==> config.mk <==
export PLATFORM = sky130hd
export DESIGN_NAME = num_entry
export DESIGN_NICKNAME = d
export VERILOG_FILES = /design/src/rtl/num_entry.sv
export SDC_FILE = /design/constraint.sdc
export NUM_CORES = 1
export LEC_CHECK = 0
export ABC_AREA = 0
export CAP_MARGIN = 20
export CORE_MARGIN = 1.5
export CORE_UTILIZATION = 50
export CTS_BUF_LIST = sky130_fd_sc_hd__clkbuf_8
export CTS_CLUSTER_SIZE = 30
export DETAILED_ROUTE_END_ITERATION = 6
export DONT_BUFFER_PORTS = 1
export PLACE_DENSITY = 0.62
export SYNTH_ARGS = -nofsm -noshare
export SYNTH_HDL_FRONTEND = slang
export SYNTH_SLANG_ARGS = --single-unit
==> constraint.sdc <==
create_clock -name clk -period 6 [get_ports clk]
set_input_delay 1.5 -clock clk [delete_from_list [all_inputs] [get_ports clk]]
set_output_delay 1.5 -clock clk [all_outputs]
set_load 0.005 [all_outputs]
==> src/rtl/num_entry.sv <==
// num_entry: digit-serial number entry.
// Each press of the active-low enter button latches a digit, a base and a
// clear flag from the board switches and folds the digit into a binary
// accumulator (value = value*base + digit).
//
// Ports:
//   clk        system clock, rising edge
//   rst        synchronous active-high reset
//   key_n      asynchronous active-low enter button
//   switches   [3:0] digit, [5:4] base (00=2 01=8 10=10 11=16),
//              [6] ignored, [7] clear
//   value      accumulated binary value (VAL_W bits)
//   digit_cnt  digits accepted since clear, saturating at 15
//   done       one-cycle pulse when a press has been processed
//   err        last digit was invalid for its base
//   ovf        sticky overflow flag (cleared by clear or rst)
//   busy       high while the FSM is not idle
//
// Build option: define NUM_ENTRY_DEBOUNCE_EN to add a lockout counter of
// DB_CYCLES clocks after every accepted press.
module num_entry #(
  parameter int VAL_W     = 16,
  parameter int DB_CYCLES = 50000
) (
  input  logic             clk,
  input  logic             rst,
  input  logic             key_n,
  input  logic [7:0]       switches,
  output logic [VAL_W-1:0] value,
  output logic [3:0]       digit_cnt,
  output logic             done,
  output logic             err,
  output logic             ovf,
  output logic             busy
);

  typedef enum logic [1:0] {IDLE, LATCH, UPDATE} state_t;

  state_t           state, state_nxt;
  logic             s1, s2, s3;
  logic             strobe;
  logic             accept;
  logic [3:0]       dig_p0;
  logic [1:0]       base_p0;
  logic             clr_p0;
  logic [VAL_W+3:0] ext_p1;
  logic             dig_bad_p1;
  logic             unused_sw6;

  assign unused_sw6 = switches[6];

  // Shift-and-add multiply by the selected base; width VAL_W+4 holds
  // the worst case (all-ones * 16 + 15) exactly.
  function automatic logic [VAL_W+3:0] mul_base(input logic [VAL_W-1:0] v,
                                                input logic [1:0] b);
    logic [VAL_W+3:0] x;
    x = {4'b0000, v};
    case (b)
      2'b00:   return x << 1;
      2'b01:   return x << 3;
      2'b10:   return (x << 3) + (x << 1);
      default: return x << 4;
    endcase
  endfunction

  function automatic logic [4:0] base_val(input logic [1:0] b);
    case (b)
      2'b00:   return 5'd2;
      2'b01:   return 5'd8;
      2'b10:   return 5'd10;
      default: return 5'd16;
    endcase
  endfunction

  function automatic logic [3:0] sat_inc(input logic [3:0] c);
    return (c == 4'd15) ? 4'd15 : c + 4'd1;
  endfunction

  // Reset to 0 so a key already held low when reset releases never looks
  // like a fresh falling edge.
  always_ff @(posedge clk) begin
    if (rst) begin
      s1 <= 1'b0;
      s2 <= 1'b0;
      s3 <= 1'b0;
    end else begin
      s1 <= key_n;
      s2 <= s1;
      s3 <= s2;
    end
  end

  assign strobe = s3 & ~s2;

`ifdef NUM_ENTRY_DEBOUNCE_EN
  localparam int CNT_W = $clog2(DB_CYCLES + 1);
  logic [CNT_W-1:0] lock_cnt;

  always_ff @(posedge clk) begin
    if (rst)
      lock_cnt <= '0;
    else if (state == IDLE && accept)
      lock_cnt <= CNT_W'(DB_CYCLES);
    else if (lock_cnt != '0)
      lock_cnt <= lock_cnt - 1'b1;
  end

  assign accept = strobe && (lock_cnt == '0);
`else
  logic [31:0] unused_db;
  assign unused_db = DB_CYCLES;
  assign accept    = strobe;
`endif

  // FSM state register
  always_ff @(posedge clk) begin
    if (rst) state <= IDLE;
    else     state <= state_nxt;
  end

  // FSM next state; strobes outside IDLE are simply dropped
  always_comb begin
    state_nxt = state;
    case (state)
      IDLE:    if (accept) state_nxt = LATCH;
      LATCH:   state_nxt = UPDATE;
      UPDATE:  state_nxt = IDLE;
      default: state_nxt = IDLE;
    endcase
  end

  // FSM outputs; done is masked by rst so a press reset in UPDATE never reports
  always_comb begin
    busy = (state != IDLE);
    done = (state == UPDATE) && !rst;
  end

  // Stage p0: capture switches on the accepted press
  always_ff @(posedge clk) begin
    if (state == IDLE && accept) begin
      dig_p0  <= switches[3:0];
      base_p0 <= switches[5:4];
      clr_p0  <= switches[7];
    end
  end

  // Stage p1: candidate value computed during LATCH
  always_comb begin
    ext_p1     = mul_base(value, base_p0) + {{VAL_W{1'b0}}, dig_p0};
    dig_bad_p1 = ({1'b0, dig_p0} >= base_val(base_p0));
  end

  // Stage p2: results committed on the LATCH->UPDATE edge
  always_ff @(posedge clk) begin
    if (rst) begin
      value     <= '0;
      digit_cnt <= 4'd0;
      err       <= 1'b0;
      ovf       <= 1'b0;
    end else if (state == LATCH) begin
      if (clr_p0) begin
        value     <= '0;
        digit_cnt <= 4'd0;
        err       <= 1'b0;
        ovf       <= 1'b0;
      end else if (dig_bad_p1) begin
        err <= 1'b1;
      end else if (ext_p1[VAL_W+3:VAL_W] != 4'd0) begin
        ovf <= 1'b1;
        err <= 1'b0;
      end else begin
        value     <= ext_p1[VAL_W-1:0];
        err       <= 1'b0;
        digit_cnt <= sat_inc(digit_cnt);
      end
    end
  end

endmodule

==> run_results.csv, run 1 <==
group,metric,value,unit
status,status,"completed",
clocking,path_clk_slew,0.06,ns
drt,wirelength,7.24,mm
synthesis,yosysWarnings,0,
synthesis,ys_seq_elements,34,
setup_path,worstSetupPathType,"reg -> reg",
clocking,ctsResizeCount,0,
grt,grt_max_degree,26,
clocking,clock_path_buffers,2,
worst_hold_path,min_from,"s1",
synthesis,yosys-top-cells-area,"dfxtp_1 (18%), ha_1 (10%), edfxtp_1 (7.1%)",
placement,dpl.cell_count,404,
synthesis,syn_nets,382,
clocking,clock_sinks,34,
clocking,cts_tree,"built",
placement,port-buffer-count,0,
setup_path,worstSetupEndpointType,"flop",
sta,layout_setup_ws,1.71,ns
finish,area_delta_synth_final,3.55,%
power_and_ir_drop,leakage,1.11,nW
synthesis,ys_async_sr_fraction,0,
clocking,numCtsBuffers,5,
clocking,post-cts-setup-buffers,0,
synthesis,synth_cells,345,
setup_path,crit_path_start,"base_p0[0]",
grt,grt.total_usage,0.238,
die,die_x,79.9,um
drt,drt.antenna.violating_nets,0,
setup_path,startpoint_type,"flop",
clocking,htree_levels,2,
synthesis,synth_edf_count,7,
worst_hold_path,hold_path.class,"reg -> reg",
sta,period_share,0.715,
placement,gp_congestion,0.815,
die,rows,27,
drt,dr_wl_met2,3.38,mm
finish,utilization,0.546,
sta,rsz0062_at_grt,"false",
drt,routedWlPerCell,17.5,um
sta,setup_violations,0,
sta,report.final.slew_viol_count,0,
sta,tns,0,ns
die,initial_core_util,0.527,
synthesis,synth_flop_cell,"dfxtp_1",
power_and_ir_drop,power.total,420,uW
drt,highest_layer,"met4",
drt,wl_met1,3.53,mm
sta,final_hold_viol_count,0,
grt,antenna_found_initial,0,
die,die_height,79.9,um
sta,fin_crit,4.29,ns
finish,num_antenna_cells,0,
placement,post-place-ws,1.78,ns
flow_run,cap_viol_max_count,0,
drt,viasPerCell,6.50,
finish,fin_cells,413,
sta,tightest_slew,0.957,ns
sta,relSlewSlack,0.362,
drt,routed-wl-met3,239,um
setup_path,r2r_start,"base_p0[0]",
drt,vias,2683,
synthesis,synth_top_area_share,0.183,
die,pin_count,35,
sta,max_freq,233,MHz
power_and_ir_drop,peakVddDrop,0.177,mV
synthesis,netlist_area,0.00296,mm^2
placement,dpl.hpwl,5.25,mm
power_and_ir_drop,powerDensity,137,mW/mm^2
drt,drcViolationCount,0,
finish,fin_nets,377,
sta,clock_skew,0.00919,ns
clocking,holdBufCountCts,0,
drt,first_pass_iters,4,
synthesis,ys_types,66,
grt,grt_pass1_wl,12.1,mm
die,core-area,0.00561,mm^2
drt,drtIter0Drc,154,
setup_path,reg2reg_slack,1.71,ns
grt,grt_pass1_vias,2530,
setup_path,crit_path_max_fanout,18,
synthesis,synth-seq-area-share,0.254,
synthesis,postSynthAreaPerCell,8.57,um^2
clocking,clk_latency,0.28,ns
clocking,cts-root-buf,"clkbuf_8",
setup_path,arrival,4.50,ns
setup_path,crit_required,6.21,ns
die,dieArea,0.00639,mm^2
finish,drive_above_1_share,0.0733,
synthesis,synth_top_cell_by_area,"dfxtp_1",
grt,overflow,0,
## registers in the layout, summed over array words and instances, names as in the netlist
| name | count |
|---|---|
| s2 | 1 |
| digit_cnt | 4 |
| base_p0 | 2 |
| state | 2 |
| ovf | 1 |
| clr_p0 | 1 |
| s1 | 1 |
| dig_p0 | 4 |
| value | 16 |
| err | 1 |
| s3 | 1 |
## power breakdown
part | leakage (nW) | switching [mW] | internal [mW]
Sequential | 0.282 | 0.00212 | 0.236
Combinational | 0.783 | 0.0159 | 0.00890
Clock | 0.0468 | 0.0797 | 0.0780
Total | 1.11 | 0.0977 | 0.323
## placed cells by master (no fill, tap or decap), drive strengths merged, types with 6 or more instances in the layout
cell and n:
o211ai 7, a221oi 8, nor2 36, xor2 8, o21ai 10, inv 12
a32o 14, nand3 10, xnor2 11, ha 24, nand2 29, nor3 7
edfxtp 7, dfxtp 27, a21oi 29, a211oi 6, nor2b 11
## layout make-up
class                   instances  area [um^2]
repair buffers                  1         7.51
multi-input cells             287         2090
well taps                      72         90.1
flip-flops and latches         34          751
clock buffers                   5         68.8
inverters                      11         41.3
fillers                       550         2540
clock inverters                 3         12.5
## final timing paths
kind	endpoint	cells after the start
setup / recovery	value[0]	12
hold / removal	s2	1
setup reg to reg	value[0]	12
hold reg to reg	s2	1
## worst max-delay path: stages (launching register included)
cell	delay, ns
edfxtp_1	0.46
inv_1	0.14
ha_1	0.60
inv_2	0.23
nor4b_1	0.39
o32a_2	0.25
nand4b_2	0.13
nor4_2	0.47
nand3b_1	0.20
nor4_2	0.31
mux2_4	0.39
nor2_4	0.38
mux2i_1	0.23
## metal layers
layer	GRT usage	vias up
met3	0.0297	9
met1	0.317	1299
met2	0.399	49
met5	0	-
met4	0.0707	0
li1	-	1326
## cells in the mapped netlist, types with 8 or more instances
cell type  instances
a221oi_1           8
nand3_1           10
nand2_1           29
a21oi_1           29
xor2_1             8
nor2b_1           11
inv_1              9
nor2_1            35
a32o_1            14
ha_1              24
xnor2_1           11
dfxtp_1           27
## metrics by stage
stage / hold slack [ns] / area (um^2)
final: 0.434 / 3060
after global routing: 0.458 / 3060
after CTS: 0.438 / 3060
after detailed placement: 0.422 / 2970
after global placement: 0.424 / 2970
after floorplan: 0.414 / 2960
## kinds of logic after synthesis
family / share of synthesized area
buffers and inverters: 0.0389
DFF: 0.254
adders and majority gates: 0.115
AOI/OAI and AO/OA: 0.293
muxes: 0.0262
and+or+nand+nor: 0.217
xor gates and xnor gates: 0.0563
No activity file was read; power rests on OpenSTA's default activity.
==> run 2: changes to the inputs <==
==> constraint.sdc (replaced) <==
create_clock -name clk -period 4.1 [get_ports clk]
set_input_delay 1.025 -clock clk [delete_from_list [all_inputs] [get_ports clk]]
set_output_delay 1.025 -clock clk [all_outputs]
set_load 0.005 [all_outputs]
==> run 2 against run 1 <==
Effect of this change: non-clock buffer count is 15 higher; clock skew rose by 0.00065 ns; critical endpoint is now value[4]; worst setup slack worse by 1.5 ns; critical path depth did not move; flip-flop and latch count unchanged; combinational power is 56% higher; routed wire length up 2.0%; first-iteration DRC count increased by 33%; global-route usage rose by 1.4 points; cell area increased by 4.1%; clock power grew 48%.
==> run_results.csv, run 2 (synthesis results as in run 1) <==
group,metric,value,unit
die,initial_core_util,0.527,
clocking,path_clk_slew,0.07,ns
clocking,clk_latency,0.29,ns
sta,layout_setup_ws,0.226,ns
setup_path,path_depth,12,
drt,drtIter0Drc,205,
setup_path,reg2reg_slack,0.23,ns
power_and_ir_drop,power.share.sequential,0.560,
finish,top_regs,"value (16), dig_p0 (4), digit_cnt (4)",
finish,final_common_cell,"nor2_1",
power_and_ir_drop,powerDensity,194,mW/mm^2
finish,num_antenna_cells,0,
setup_path,arrival,4.05,ns
drt,viasPerCell,6.38,
setup_path,rr_endpoint,"value[4]",
die,pin_count,35,
status,status,"completed",
finish,fillers,549,
setup_path,worstSetupPathType,"reg -> reg",
sta,max_freq,258,MHz
sta,tightest_slew,0.956,ns
drt,drcViolationCount,0,
setup_path,crit_path_max_fanout,14,
sta,report.final.slew_viol_count,0,
power_and_ir_drop,leakage,1.20,nW
sta,final_hold_viol_count,0,
clocking,cts-root-buf,"clkbuf_8",
power_and_ir_drop,peakVddDrop,0.309,mV
finish,largest_reg_flops,16,
sta,tns,0,ns
setup_path,r2r_start,"value[0]",
clocking,holdBufCountCts,0,
clocking,clock_sinks,34,
finish,fin_nets,392,
finish,layout_common_cells,"nor2_1 (35), a21oi_1 (29), nand2_1 (29)",
drt,first_pass_iters,5,
die,die_x,79.9,um
worst_hold_path,hold_path.class,"reg -> reg",
sta,rsz0062_at_grt,"false",
power_and_ir_drop,swShare,0.237,
setup_path,crit_family,"compound AO/OA/AOI/OAI gates",
finish,area_delta_synth_final,7.78,%
finish,multiInputGateArea,0.00209,mm^2
grt,antenna_found_initial,0,
setup_path,worstSetupEndpointType,"flop",
sta,clock_skew,0.00983,ns
grt,grt_pass1_wl,12.7,mm
die,core-area,0.00561,mm^2
finish,largest-register,"value",
die,die_height,79.9,um
grt,overflow,0,
finish,final_area,0.00319,mm^2
die,rows,27,
clocking,post-cts-setup-buffers,0,
setup_path,cpMaxStageDelayCell,"or4_4",
die,dieArea,0.00639,mm^2
finish,drive_above_1_share,0.112,
setup_path,crit_end,"value[4]",
power_and_ir_drop,pwr-share-comb,0.062,
power_and_ir_drop,p_int,473,uW
drt,vias,2731,
setup_path,ff2ff_path_depth,12,
clocking,numCtsBuffers,5,
placement,dpl.hpwl,5.59,mm
drt,wirelength,7.39,mm
placement,post-place-ws,0.254,ns
setup_path,slowest_delay,0.57,ns
sta,fin_crit,3.87,ns
clocking,htree_levels,2,
grt,grt_max_degree,18,
setup_path,crit_path_start,"value[0]",
setup_path,crit_buf_inv,0,
finish,regArea,751,um^2
flow_run,cap_viol_max_count,0,
setup_path,startpoint_type,"flop",
sta,setup_violations,0,
grt,grt_pass1_vias,2626,
placement,gp_congestion,0.846,
placement,place_area,0.00311,mm^2
sta,period_share,0.945,
power_and_ir_drop,power.total,620,uW
power_and_ir_drop,p_switching,147,uW
placement,port-buffer-count,0,
drt,routedWlPerCell,17.3,um
clocking,clock_path_buffers,2,
clocking,ctsResizeCount,0,
setup_path,crit_chain,"ha_1 -> fa_1 -> a211oi_2 -> o21ai_2 -> xor2_1 -> a21oi_1 -> or4_4 -> a2111oi_4 -> a32oi_1 -> mux2_4 -> o2bb2ai_2 -> a32o_1",
grt,grt.total_usage,0.252,
setup_path,crit_required,4.28,ns
power_and_ir_drop,power.share.clock,0.377,
drt,drt.antenna.violating_nets,0,
sta,relSlewSlack,0.361,
clocking,cts_tree,"built",
run 2: changes by cell type in the layout (fill, tap and decap cells not counted):
cell / previous run / this run
buf_12: 0 / 1
buf_4: 1 / 15
run 2: area by class of cell:
type / instances / share of cell area
multi-input cells: 287 / 0.656
repair buffers: 16 / 0.0416
clock inverters: 3 / 0.00392
well taps: 72 / 0.0283
flip-flops and latches: 34 / 0.235
clock buffers: 5 / 0.0216
inverters: 11 / 0.0130
run 2: per-stage QoR:
step / std cells / utilization / hold slack (ns)
global route: 428 / 0.568 / 0.473
global placement: 420 / 0.554 / 0.430
finish: 428 / 0.568 / 0.453
floorplan: 345 / - / 0.414
detailed placement: 420 / 0.554 / 0.436
CTS: 428 / 0.568 / 0.453
run 2: power groups by stage:
| stage | clock (mW) | sequential (mW) | combinational [mW] |
|---|---|---|---|
| after floorplan | 0 | 0.354 | 0.0317 |
| after global placement | 0 | 0.355 | 0.0381 |
| final | 0.234 | 0.347 | 0.0387 |
| after detailed placement | 0 | 0.355 | 0.0385 |
| after CTS | 0.241 | 0.347 | 0.0388 |
| after global routing | 0.254 | 0.348 | 0.0436 |
run 2: routing by layer:
layer	routed length, um	global-route usage
met2	3460	0.413
met3	335	0.0309
met4	93	0.0724
met1	3500	0.346
met5	0	0
run 2: worst min-delay path by stage:
stage,startpoint,to,slack [ns],cells past startpoint
floorplan,s1,s2,0.41,1
global placement,s1,s2,0.43,1
detailed placement,s1,s2,0.44,1
CTS,s1,s2,0.45,1
global route,s1,s2,0.47,1
finish,s2,s3,0.45,1
run 2: worst register-to-register path, stage by stage, from the launching register on:
cell,delay [ns]
dfxtp_1,0.32
ha_1,0.25
fa_1,0.45
a211oi_2,0.34
o21ai_2,0.17
xor2_1,0.17
a21oi_1,0.17
or4_4,0.57
a2111oi_4,0.33
a32oi_1,0.12
mux2_4,0.34
o2bb2ai_2,0.27
a32o_1,0.28
==> run 3: changes to the inputs <==
--- a/config.mk
+++ b/config.mk
@@ -8,12 +8,13 @@
 export ABC_AREA = 0
 export CAP_MARGIN = 20
 export CORE_MARGIN = 1.5
-export CORE_UTILIZATION = 50
+export CORE_UTILIZATION = 45
 export CTS_BUF_LIST = sky130_fd_sc_hd__clkbuf_8
 export CTS_CLUSTER_SIZE = 30
 export DETAILED_ROUTE_END_ITERATION = 6
 export DONT_BUFFER_PORTS = 1
-export PLACE_DENSITY = 0.62
+export PLACE_DENSITY = 0.57
+export SLEW_MARGIN = 15
 export SYNTH_ARGS = -nofsm -noshare
 export SYNTH_HDL_FRONTEND = slang
 export SYNTH_SLANG_ARGS = --single-unit
==> run 3 against run 2 <==
Effect of this change: clock power up 3%; power up 0.88%; worst setup slack better by 0.052 ns; die area up 11%; largest cell class unchanged; largest power group unchanged; worst hold slack worse by 0.010 ns; sequential share of layout area down 0.055 points; cell area up 0.24%; routed wire length up 2.0%; global-route usage down 2.8 points.
==> run_results.csv, run 3 (synthesis results as in run 1) <==
group,metric,value,unit
status,status,"completed",
clocking,ctsResizeCount,0,
finish,multiInputGateArea,0.00209,mm^2
power_and_ir_drop,powerDensity,196,mW/mm^2
finish,largest-register,"value",
setup_path,worstSetupPathType,"reg -> reg",
finish,regArea,751,um^2
setup_path,crit_chain,"ha_1 -> fa_1 -> a211oi_2 -> o21ai_2 -> xor2_1 -> a21oi_1 -> or4_4 -> a2111oi_4 -> a32oi_1 -> mux2_4 -> o2bb2ai_2 -> a32o_1",
die,core-area,0.00635,mm^2
sta,setup_violations,0,
drt,first_pass_iters,4,
die,die_height,84.1,um
power_and_ir_drop,power.share.clock,0.383,
grt,antenna_found_initial,0,
drt,drcViolationCount,0,
drt,highest_layer,"met4",
setup_path,slowest_delay,0.56,ns
drt,wl_met1,3.52,mm
power_and_ir_drop,power.share.sequential,0.555,
sta,clock_skew,0.00335,ns
drt,viasPerCell,6.25,
sta,relSlewSlack,0.321,
sta,layout_setup_ws,0.278,ns
worst_hold_path,hold_end,"s2",
grt,overflow,0,
sta,tns,0,ns
die,die_x,84.1,um
finish,layout_common_cells,"nor2_1 (35), a21oi_1 (29), nand2_1 (29)",
power_and_ir_drop,power.total,626,uW
finish,area_delta_synth_final,8.04,%
finish,drive_above_1_share,0.115,
placement,gp_congestion,0.808,
flow_run,cap_viol_max_count,0,
die,rows,29,
drt,routedWlPerCell,17.4,um
placement,dpl.hpwl,5.66,mm
placement,post-place-ws,0.304,ns
die,initial_core_util,0.466,
sta,report.final.slew_viol_count,0,
setup_path,path_depth,12,
setup_path,crit_family,"compound AO/OA/AOI/OAI gates",
clocking,clock_sinks,34,
sta,final_hold_viol_count,0,
power_and_ir_drop,peakVddDrop,0.208,mV
power_and_ir_drop,leakage,1.19,nW
setup_path,crit_buf_inv,0,
drt,drtIter0Drc,147,
finish,final_common_cell,"nor2_1",
grt,grt_pass1_vias,2647,
die,pin_count,35,
power_and_ir_drop,swShare,0.242,
die,dieArea,0.00707,mm^2
sta,rsz0062_at_grt,"false",
finish,final_area,0.00320,mm^2
clocking,clk_latency,0.29,ns
power_and_ir_drop,p_int,474,uW
setup_path,crit_required,4.29,ns
setup_path,startpoint_type,"flop",
drt,wirelength,7.53,mm
setup_path,ff2ff_path_depth,12,
placement,port-buffer-count,0,
drt,routed-wl-met3,259,um
sta,tightest_slew,1.02,ns
clocking,path_clk_slew,0.07,ns
drt,dr_wl_met2,3.62,mm
placement,place_area,0.00311,mm^2
finish,fin_nets,392,
grt,grt_pass1_wl,12.9,mm
setup_path,worstSetupEndpointType,"flop",
setup_path,arrival,4.01,ns
setup_path,rr_endpoint,"value[5]",
finish,num_antenna_cells,0,
worst_hold_path,hold_path.class,"reg -> reg",
setup_path,r2r_start,"value[0]",
setup_path,crit_path_max_fanout,14,
power_and_ir_drop,pwr-share-comb,0.062,
sta,fin_crit,3.82,ns
sta,period_share,0.932,
grt,grt.total_usage,0.224,
finish,fillers,608,
drt,drt.antenna.violating_nets,0,
worst_hold_path,min_path_cells,1,
power_and_ir_drop,p_switching,151,uW
clocking,clock_path_buffers,2,
clocking,numCtsBuffers,5,
grt,grt_max_degree,18,
clocking,holdBufCountCts,0,
finish,top_regs,"value (16), dig_p0 (4), digit_cnt (4)",
setup_path,cpMaxStageDelayCell,"or4_4",
clocking,cts_tree,"built",
worst_hold_path,min_from,"s1",
clocking,post-cts-setup-buffers,0,
setup_path,reg2reg_slack,0.28,ns
finish,largest_reg_flops,16,
drt,vias,2705,
sta,max_freq,262,MHz
clocking,cts-root-buf,"clkbuf_8",
clocking,htree_levels,2,
==> run 3: power by group through the flow <==
stage | registers [mW] | logic (mW) | clock network, mW
2_1_floorplan | 0.354 | 0.0317 | 0
6_report | 0.347 | 0.0386 | 0.240
3_5_place_dp | 0.355 | 0.0385 | 0
3_3_place_gp | 0.355 | 0.0383 | 0
5_1_grt | 0.348 | 0.0431 | 0.258
4_1_cts | 0.347 | 0.0386 | 0.251
==> run 3: routing by layer <==
metal  global-route usage  up-vias
li1                     -     1351
met1                0.296     1298
met2                0.377       44
met3               0.0307       12
met4               0.0700        0
met5                    0        -
==> run 3: cell type report <==
| type | count | share of cell area |
|---|---|---|
| Multi-Input combinational cell | 287 | 0.655 |
| Clock inverter | 3 | 0.00431 |
| Tap cell | 77 | 0.0301 |
| Clock buffer | 5 | 0.0215 |
| Timing Repair Buffer | 16 | 0.0415 |
| Sequential cell | 34 | 0.235 |
| Inverter | 11 | 0.0129 |
==> run 3: per-stage QoR <==
stage / hold WS [ns] / std cells / util
after floorplan: 0.414 / 345 / -
after detailed placement: 0.431 / 425 / 0.490
after CTS: 0.448 / 433 / 0.503
final: 0.443 / 433 / 0.503
after global placement: 0.420 / 425 / 0.490
after global routing: 0.474 / 433 / 0.503
==> run 3: worst register-to-register path: stages, from the launching register on <==
cell       delay, ns
dfxtp_1         0.32
ha_1            0.25
fa_1            0.45
a211oi_2        0.33
o21ai_2         0.17
xor2_1          0.16
a21oi_1         0.16
or4_4           0.57
a2111oi_4       0.33
a32oi_1         0.11
mux2_4          0.33
o2bb2ai_2       0.27
a32o_1          0.28
==> run 3: worst max path at each step <==
stage / startpoint / slack, ns / endpoint
finish: value[0] / 0.28 / value[5]
detailed placement: value[0] / 0.30 / value[11]
global route: value[0] / 0.01 / value[5]
floorplan: value[2] / 0.55 / value[12]
global placement: value[0] / 0.32 / value[7]
CTS: value[0] / 0.26 / value[3]
